--- src/rtl/jtag_pkg.sv ---
// Shared JTAG definitions: sequencer command opcodes, IEEE 1149.1 TAP state
// encodings (shared with the TAP controller) and the fixed sequence lengths.
package jtag_pkg;

  typedef enum logic [1:0] {
    OP_TAP_RESET = 2'd0,
    OP_IR_SCAN   = 2'd1,
    OP_DR_SCAN   = 2'd2,
    OP_RSVD      = 2'd3
  } jtag_op_e;

  typedef enum logic [3:0] {
    TAP_EX2_DR   = 4'h0,
    TAP_EX1_DR   = 4'h1,
    TAP_SHIFT_DR = 4'h2,
    TAP_PAUSE_DR = 4'h3,
    TAP_SEL_IR   = 4'h4,
    TAP_UPD_DR   = 4'h5,
    TAP_CAP_DR   = 4'h6,
    TAP_SEL_DR   = 4'h7,
    TAP_EX2_IR   = 4'h8,
    TAP_EX1_IR   = 4'h9,
    TAP_SHIFT_IR = 4'hA,
    TAP_PAUSE_IR = 4'hB,
    TAP_RTI      = 4'hC,
    TAP_UPD_IR   = 4'hD,
    TAP_CAP_IR   = 4'hE,
    TAP_TLR      = 4'hF
  } tap_state_e;

  typedef enum logic [2:0] {
    S_IDLE    = 3'd0,
    S_RST_SEQ = 3'd1,
    S_PRE     = 3'd2,
    S_SHIFT   = 3'd3,
    S_POST    = 3'd4,
    S_RESP    = 3'd5
  } seq_state_e;

  localparam int unsigned RST_SEQ_LEN = 6;
  localparam int unsigned PRE_DR_LEN  = 3;
  localparam int unsigned PRE_IR_LEN  = 4;
  localparam int unsigned POST_LEN    = 2;

endpackage

--- src/rtl/jtag_scan_sequencer_shifter.sv ---
// Scan data path: TDI shift-out register, TDO capture register and bit counter.
// Exposes next-cycle tdi/count so the sequencer can keep its pin outputs registered.
module scan_shifter
  import jtag_pkg::*;
#(
  parameter int DATA_W = 32,
  parameter int LEN_W  = 6
) (
  input  logic              clk,
  input  logic              reset,
  input  logic              load,
  input  logic [DATA_W-1:0] load_data,
  input  logic              shift,
  input  logic              tdo,
  output logic              next_tdi,
  output logic [LEN_W-1:0]  bit_cnt,
  output logic [LEN_W-1:0]  next_bit_cnt,
  output logic [DATA_W-1:0] capture
);

  logic [DATA_W-1:0] out_r;
  logic [DATA_W-1:0] in_r;
  logic [DATA_W-1:0] out_shifted_s;
  logic [DATA_W-1:0] tdo_bit_s;
  logic [LEN_W-1:0]  cnt_r;

  assign out_shifted_s = out_r >> 1;
  assign tdo_bit_s     = {{(DATA_W-1){1'b0}}, tdo} << cnt_r;
  assign next_tdi      = shift ? out_shifted_s[0] : out_r[0];
  assign next_bit_cnt  = shift ? (cnt_r + {{(LEN_W-1){1'b0}}, 1'b1}) : cnt_r;
  assign bit_cnt       = cnt_r;
  assign capture       = in_r;

  // Load clears the capture so bits at len and above read back as zero
  always_ff @(posedge clk) begin
    if (reset) begin
      out_r <= {DATA_W{1'b0}};
      in_r  <= {DATA_W{1'b0}};
      cnt_r <= {LEN_W{1'b0}};
    end else if (load) begin
      out_r <= load_data;
      in_r  <= {DATA_W{1'b0}};
      cnt_r <= {LEN_W{1'b0}};
    end else if (shift) begin
      out_r <= out_shifted_s;
      in_r  <= in_r | tdo_bit_s;
      cnt_r <= next_bit_cnt;
    end else begin
      out_r <= out_r;
      in_r  <= in_r;
      cnt_r <= cnt_r;
    end
  end

endmodule

--- src/rtl/jtag_scan_sequencer.sv ---
// JTAG scan sequencer: turns TAP_RESET / IR_SCAN / DR_SCAN commands into tms/tdi
// streams for a target TAP and returns captured TDO bits as a response.
module jtag_scan_sequencer
  import jtag_pkg::*;
#(
  parameter int DATA_W = 32,
  parameter int LEN_W  = 6
) (
  input  logic              clk,
  input  logic              reset,
  input  logic              cmd_valid,
  output logic              cmd_ready,
  input  logic [1:0]        cmd_op,
  input  logic [LEN_W-1:0]  cmd_len,
  input  logic [DATA_W-1:0] cmd_data,
  output logic              tap_enable,
  output logic              tms,
  output logic              tdi,
  input  logic              tdo,
  output logic              rsp_valid,
  input  logic              rsp_ready,
  output logic [DATA_W-1:0] rsp_data,
  output logic              rsp_err
);

  localparam logic [LEN_W:0] MAX_LEN = (LEN_W+1)'(DATA_W);

  seq_state_e       state_r, state_n;
  jtag_op_e         op_r, op_n;
  logic [LEN_W-1:0] len_r, len_n;
  logic [2:0]       cnt_r, cnt_n;
  logic             synced_r, synced_n;
  logic             tap_enable_r, tap_enable_n;
  logic             tms_r, tms_n;
  logic             tdi_r, tdi_n;
  logic             rsp_valid_r, rsp_valid_n;
  logic             rsp_err_r, rsp_err_n;
  logic             load_s, shift_s, bad_cmd_s, last_bit_s;
  logic             next_tdi_s;
  logic [LEN_W-1:0] bit_cnt_s, next_bit_cnt_s;
  logic [2:0]       pre_last_s;

  assign bad_cmd_s  = (cmd_len == {LEN_W{1'b0}}) || ({1'b0, cmd_len} > MAX_LEN) ||
                      (cmd_op == OP_RSVD);
  assign pre_last_s = (op_r == OP_IR_SCAN) ? 3'(PRE_IR_LEN - 1) : 3'(PRE_DR_LEN - 1);
  assign last_bit_s = (bit_cnt_s == (len_r - {{(LEN_W-1){1'b0}}, 1'b1}));

  // Next state, then pin values for the state being entered so outputs stay registered
  always_comb begin
    state_n   = state_r;
    op_n      = op_r;
    len_n     = len_r;
    cnt_n     = cnt_r;
    synced_n  = synced_r;
    rsp_err_n = rsp_err_r;
    load_s    = 1'b0;
    shift_s   = 1'b0;
    case (state_r)
      S_IDLE: begin
        if (cmd_valid) begin
          load_s    = 1'b1;
          op_n      = jtag_op_e'(cmd_op);
          len_n     = cmd_len;
          cnt_n     = 3'd0;
          rsp_err_n = bad_cmd_s;
          if (bad_cmd_s) begin
            state_n = S_RESP;
          end else if ((cmd_op == OP_TAP_RESET) || !synced_r) begin
            state_n = S_RST_SEQ;
          end else begin
            state_n = S_PRE;
          end
        end else begin
          state_n = S_IDLE;
        end
      end
      S_RST_SEQ: begin
        if (cnt_r == 3'(RST_SEQ_LEN - 1)) begin
          synced_n = 1'b1;
          cnt_n    = 3'd0;
          state_n  = (op_r == OP_TAP_RESET) ? S_RESP : S_PRE;
        end else begin
          cnt_n = cnt_r + 3'd1;
        end
      end
      S_PRE: begin
        if (cnt_r == pre_last_s) begin
          cnt_n   = 3'd0;
          state_n = S_SHIFT;
        end else begin
          cnt_n = cnt_r + 3'd1;
        end
      end
      S_SHIFT: begin
        shift_s = 1'b1;
        if (last_bit_s) begin
          cnt_n   = 3'd0;
          state_n = S_POST;
        end else begin
          state_n = S_SHIFT;
        end
      end
      S_POST: begin
        if (cnt_r == 3'(POST_LEN - 1)) begin
          cnt_n   = 3'd0;
          state_n = S_RESP;
        end else begin
          cnt_n = cnt_r + 3'd1;
        end
      end
      S_RESP: begin
        if (rsp_ready) begin
          rsp_err_n = 1'b0;
          state_n   = S_IDLE;
        end else begin
          state_n = S_RESP;
        end
      end
      default: begin
        state_n = S_IDLE;
      end
    endcase

    tap_enable_n = 1'b0;
    tms_n        = 1'b0;
    tdi_n        = 1'b0;
    rsp_valid_n  = (state_n == S_RESP);
    case (state_n)
      S_RST_SEQ: begin
        tap_enable_n = 1'b1;
        tms_n        = (cnt_n != 3'(RST_SEQ_LEN - 1));
      end
      S_PRE: begin
        tap_enable_n = 1'b1;
        tms_n        = (op_n == OP_IR_SCAN) ? (cnt_n < 3'd2) : (cnt_n == 3'd0);
      end
      S_SHIFT: begin
        tap_enable_n = 1'b1;
        tms_n        = (next_bit_cnt_s == (len_r - {{(LEN_W-1){1'b0}}, 1'b1}));
        tdi_n        = next_tdi_s;
      end
      S_POST: begin
        tap_enable_n = 1'b1;
        tms_n        = (cnt_n == 3'd0);
      end
      default: begin
        tap_enable_n = 1'b0;
      end
    endcase
  end

  always_ff @(posedge clk) begin
    if (reset) begin
      state_r      <= S_IDLE;
      op_r         <= OP_TAP_RESET;
      len_r        <= {LEN_W{1'b0}};
      cnt_r        <= 3'd0;
      synced_r     <= 1'b0;
      tap_enable_r <= 1'b0;
      tms_r        <= 1'b0;
      tdi_r        <= 1'b0;
      rsp_valid_r  <= 1'b0;
      rsp_err_r    <= 1'b0;
    end else begin
      state_r      <= state_n;
      op_r         <= op_n;
      len_r        <= len_n;
      cnt_r        <= cnt_n;
      synced_r     <= synced_n;
      tap_enable_r <= tap_enable_n;
      tms_r        <= tms_n;
      tdi_r        <= tdi_n;
      rsp_valid_r  <= rsp_valid_n;
      rsp_err_r    <= rsp_err_n;
    end
  end

  scan_shifter #(
    .DATA_W (DATA_W),
    .LEN_W  (LEN_W)
  ) u_shifter (
    .clk          (clk),
    .reset        (reset),
    .load         (load_s),
    .load_data    (cmd_data),
    .shift        (shift_s),
    .tdo          (tdo),
    .next_tdi     (next_tdi_s),
    .bit_cnt      (bit_cnt_s),
    .next_bit_cnt (next_bit_cnt_s),
    .capture      (rsp_data)
  );

  assign cmd_ready  = (state_r == S_IDLE) && !reset;
  assign tap_enable = tap_enable_r;
  assign tms        = tms_r;
  assign tdi        = tdi_r;
  assign rsp_valid  = rsp_valid_r;
  assign rsp_err    = rsp_err_r;

endmodule

--- config.mk ---
export PLATFORM = sky130hd
export DESIGN_NAME = jtag_scan_sequencer
export DESIGN_NICKNAME = d
export VERILOG_FILES = /design/src/rtl/jtag_pkg.sv /design/src/rtl/jtag_scan_sequencer_shifter.sv /design/src/rtl/jtag_scan_sequencer.sv
export SDC_FILE = /design/constraint.sdc
export NUM_CORES = 1
export LEC_CHECK = 0
export CORE_UTILIZATION = 40
export CTS_BUF_LIST = sky130_fd_sc_hd__clkbuf_16
export CTS_CLUSTER_DIAMETER = 60
export DETAILED_ROUTE_END_ITERATION = 10
export GPL_ROUTABILITY_DRIVEN = 0
export PLACE_DENSITY = 0.65
export RECOVER_POWER = 100
export SYNTH_ARGS = -nofsm -noshare
export SYNTH_HDL_FRONTEND = slang
export SYNTH_SLANG_ARGS = --single-unit
--- constraint.sdc ---
create_clock -name clk -period 3.9 [get_ports clk]
set_clock_uncertainty 0.2 [all_clocks]
set_input_delay 0.975 -clock clk [delete_from_list [all_inputs] [get_ports clk]]
set_output_delay 0.975 -clock clk [all_outputs]
set_load 0.005 [all_outputs]
==> results.txt <==
First-pass GRT wire length = 16200 um
Worst path max stage delay = 1.58 ns
Fillers = 917
Htree depth = 3
FFs w/ async S/R, synth = 0%
Final nets = 595
Die X = 101 um
I/O Pins = 83
Via density = 5.25
Clk root buf = clkbuf_16
Post-route cell area = 5140 um^2
Number of diodes = 0
Net switching power = 0.000569 W
WP data required = 3.91 ns
Worst-Skew Late Latency = 0.34 ns
Final TNS setup = 0 ns
Placeable Area = 9370 um^2
Peak supply drop = 0.231 mV
Fin crit share = 87.6%
Comb pwr share = 13.9%
Unrepaired setup endpoints after global routing = no
Failing checks = max-capacitance violations, max-slew violations
Area after DPL = 4830 um^2
Wirelength per Cell = 14.7 um
R2R Setup Slk = 0.98 ns
Die Span Y = 101 um
Initial cell density of the core = 41.9%
Max cap viols = 1
Gr ovfl total = 0
Clock power frac = 41.5%
CTS buffer count = 9
Pwr/cell area = 435 nW/um^2
CP Class = in -> reg
Most Frequent Cell on Critical Path = clkbuf_1
Slew Viols, Final = 52
Area Overhead vs Synth = 31.0%
Synth top area share = 45.9%
Register bit count reported by yosys = 90
Routed Antenna Nets = 0
CTS Buffer Depth = 2
Slowest stage cell, crit path = clkbuf_1
Part of the power in registers = 44.6%
Initial DRT Pass Iterations = 5
Critical path arrival = 3.43 ns
Hold/Removal Path Class = reg -> reg
Crit-path leading delay family = buffers and inverters
Initial DRC Count = 147
Die area = 10200 um^2
Worst-path maximum fanout = 51
Sw Share = 25.4%
Commonest non-fill, non-tap cell in the layout = dfxtp_1
Most frequent cells in the layout = dfxtp_1 (90), a21oi_1 (79), nand2_1 (66), nor2_1 (66), clkdlybuf4s50_1 (42)
Top FF cell, synth = dfxtp_1
Clock sinks = 90
Final setup vio count = 0
Post-Syn Area = 3930 um^2
Post-Syn Instances = 480
Biggest area consumer among synthesized cells = dfxtp_1
Synth warn = 0
Gr usage total = 20.2%
Hold Fails Final Rpt = 0
Avg Inst Size Synth = 8.18 um^2
Max Fclk = 0.293 GHz
Pint = 0.00167 W
Endpoint class of the critical path = flip-flop
Hold_buf cts = 0
IO Port Bufs = 82
Worst slew pin tran = 2.18 ns
Sequential element share of the synthesized area = 45.9%
Run status = complete, but fails checks
Slew HR = -45.1%
Critical Path, Cell by Cell = clkbuf_1 > clkbuf_1 > nand2b_1 > clkbuf_4 > nor2_1
Min Tclk post-route = 3.42 ns
Initial antenna violation count = 0
Netlist cell types = 53
Leak = 1.96 nW
Vias = 3569
# DRC = 0
CP Launch Type = input pin
Dominant cells by area after synthesis = dfxtp_1 (46%), a21oi_1 (10%), nor2_1 (6.5%)
Number of global-route vias before repair = 3459
Cts repair resizes = 0
Share of layout cells above drive strength 1 = 5.99%
Dpl hpwl = 6850 um
Post-CTS setup buffers = 0
Worst-path clk slew = 0.07 ns
Std-Cell Rows = 35
EDFF count, synth = 0
CTS tree = built
Syn nets = 529
Worst Path Buf+Inv = 3
Post-Route Utilization = 54.9%
Largest net degree at the start of global routing = 52
WL final = 10000 um
-- state kept, by name (all words and copies together) (netlist names) --
register and flops:
tms 1, tap_enable 1, u_shifter.out_r 32, rsp_valid 1, len_r 6, op_r 2
tdi 1, rsp_err 1, u_shifter.bit_cnt 6, synced_r 1, u_shifter.capture 32, cnt_r 3
state_r 3
-- worst register-to-register path: cells and delay by family, from the launching register on --
kind | cells | cell delay [ns]
buf+inv | 1 | 0.07
fa+ha+maj | 1 | 0.24
flops | 1 | 0.35
compound gates | 4 | 1.20
simple gates | 4 | 0.76
-- path summary, 6_finish.rpt --
path	start	end	cells after the start
setup reg to reg	len_r[0]	tms	10
hold / removal	u_shifter.out_r[5]	u_shifter.out_r[5]	2
setup / recovery	reset	u_shifter.capture[19]	5
hold reg to reg	u_shifter.out_r[5]	u_shifter.out_r[5]	2
-- metal layers --
layer | vias up | GRT usage [%] | share of wire [%]
met5 | - | 0 | 0
met4 | 0 | 8.58 | 2.1
met3 | 17 | 4.37 | 4.9
met2 | 91 | 33.3 | 47
met1 | 1667 | 25.3 | 46
li1 | 1794 | - | -
-- power groups by stage --
stage          sequential (W)  clock [W]  combinational (W)
4_1_cts              0.000997   0.000941           0.000317
3_3_place_gp          0.00102          0           0.000306
6_report             0.000997   0.000929           0.000312
2_1_floorplan         0.00100          0           0.000213
3_5_place_dp          0.00102          0           0.000314
5_1_grt               0.00100   0.000986           0.000344
-- cells in the mapped netlist, drive strengths merged, types with 4 or more instances --
master	n
a21oi	79
a22oi	28
a31oi	4
buf	5
clkbuf	29
dfxtp	90
ha	4
inv	9
nand2	67
nand2b	8
nand3	7
nand4	4
nor2	68
nor3	9
xnor2	8
xor2	12
-- layout make-up --
class	instances	area [um^2]	share of cell area, %
Sequential cell	90	1800	35.0
Timing Repair Buffer	89	863	16.8
Tap cell	129	161	3.14
Multi-Input combinational cell	347	1960	38.2
Inverter	9	33.8	0.657
Clock inverter	7	92.6	1.80
Clock buffer	9	225	4.38
-- kinds of logic (layout without fill, tap and decap cells) --
| kind of cell | Yosys count | count (layout) | share of synthesized area, % |
|---|---|---|---|
| multiplexers | 4 | 4 | 1.05 |
| buffers and inverters | 43 | 114 | 4.18 |
| XOR/XNOR | 20 | 20 | 4.65 |
| adder cells (fa/ha/maj) | 4 | 4 | 1.28 |
| AO/OA/AOI/OAI | 133 | 133 | 21.6 |
| flip-flops | 90 | 90 | 45.9 |
| AND/OR/NAND/NOR | 186 | 186 | 21.3 |
-- metrics by stage --
| step | hold slack [ns] | setup WS, ns | instances | power, W |
|---|---|---|---|---|
| after floorplan | 0.236 | 0.822 | 480 | 0.00122 |
| after detailed placement | 0.247 | 0.210 | 664 | 0.00133 |
| after CTS | 0.257 | 0.552 | 680 | 0.00226 |
| final | 0.255 | 0.483 | 680 | 0.00224 |
| after global routing | 0.267 | 0.214 | 680 | 0.00233 |
| after global placement | 0.242 | 0.284 | 664 | 0.00132 |
No activity file was read; power rests on OpenSTA's default activity.
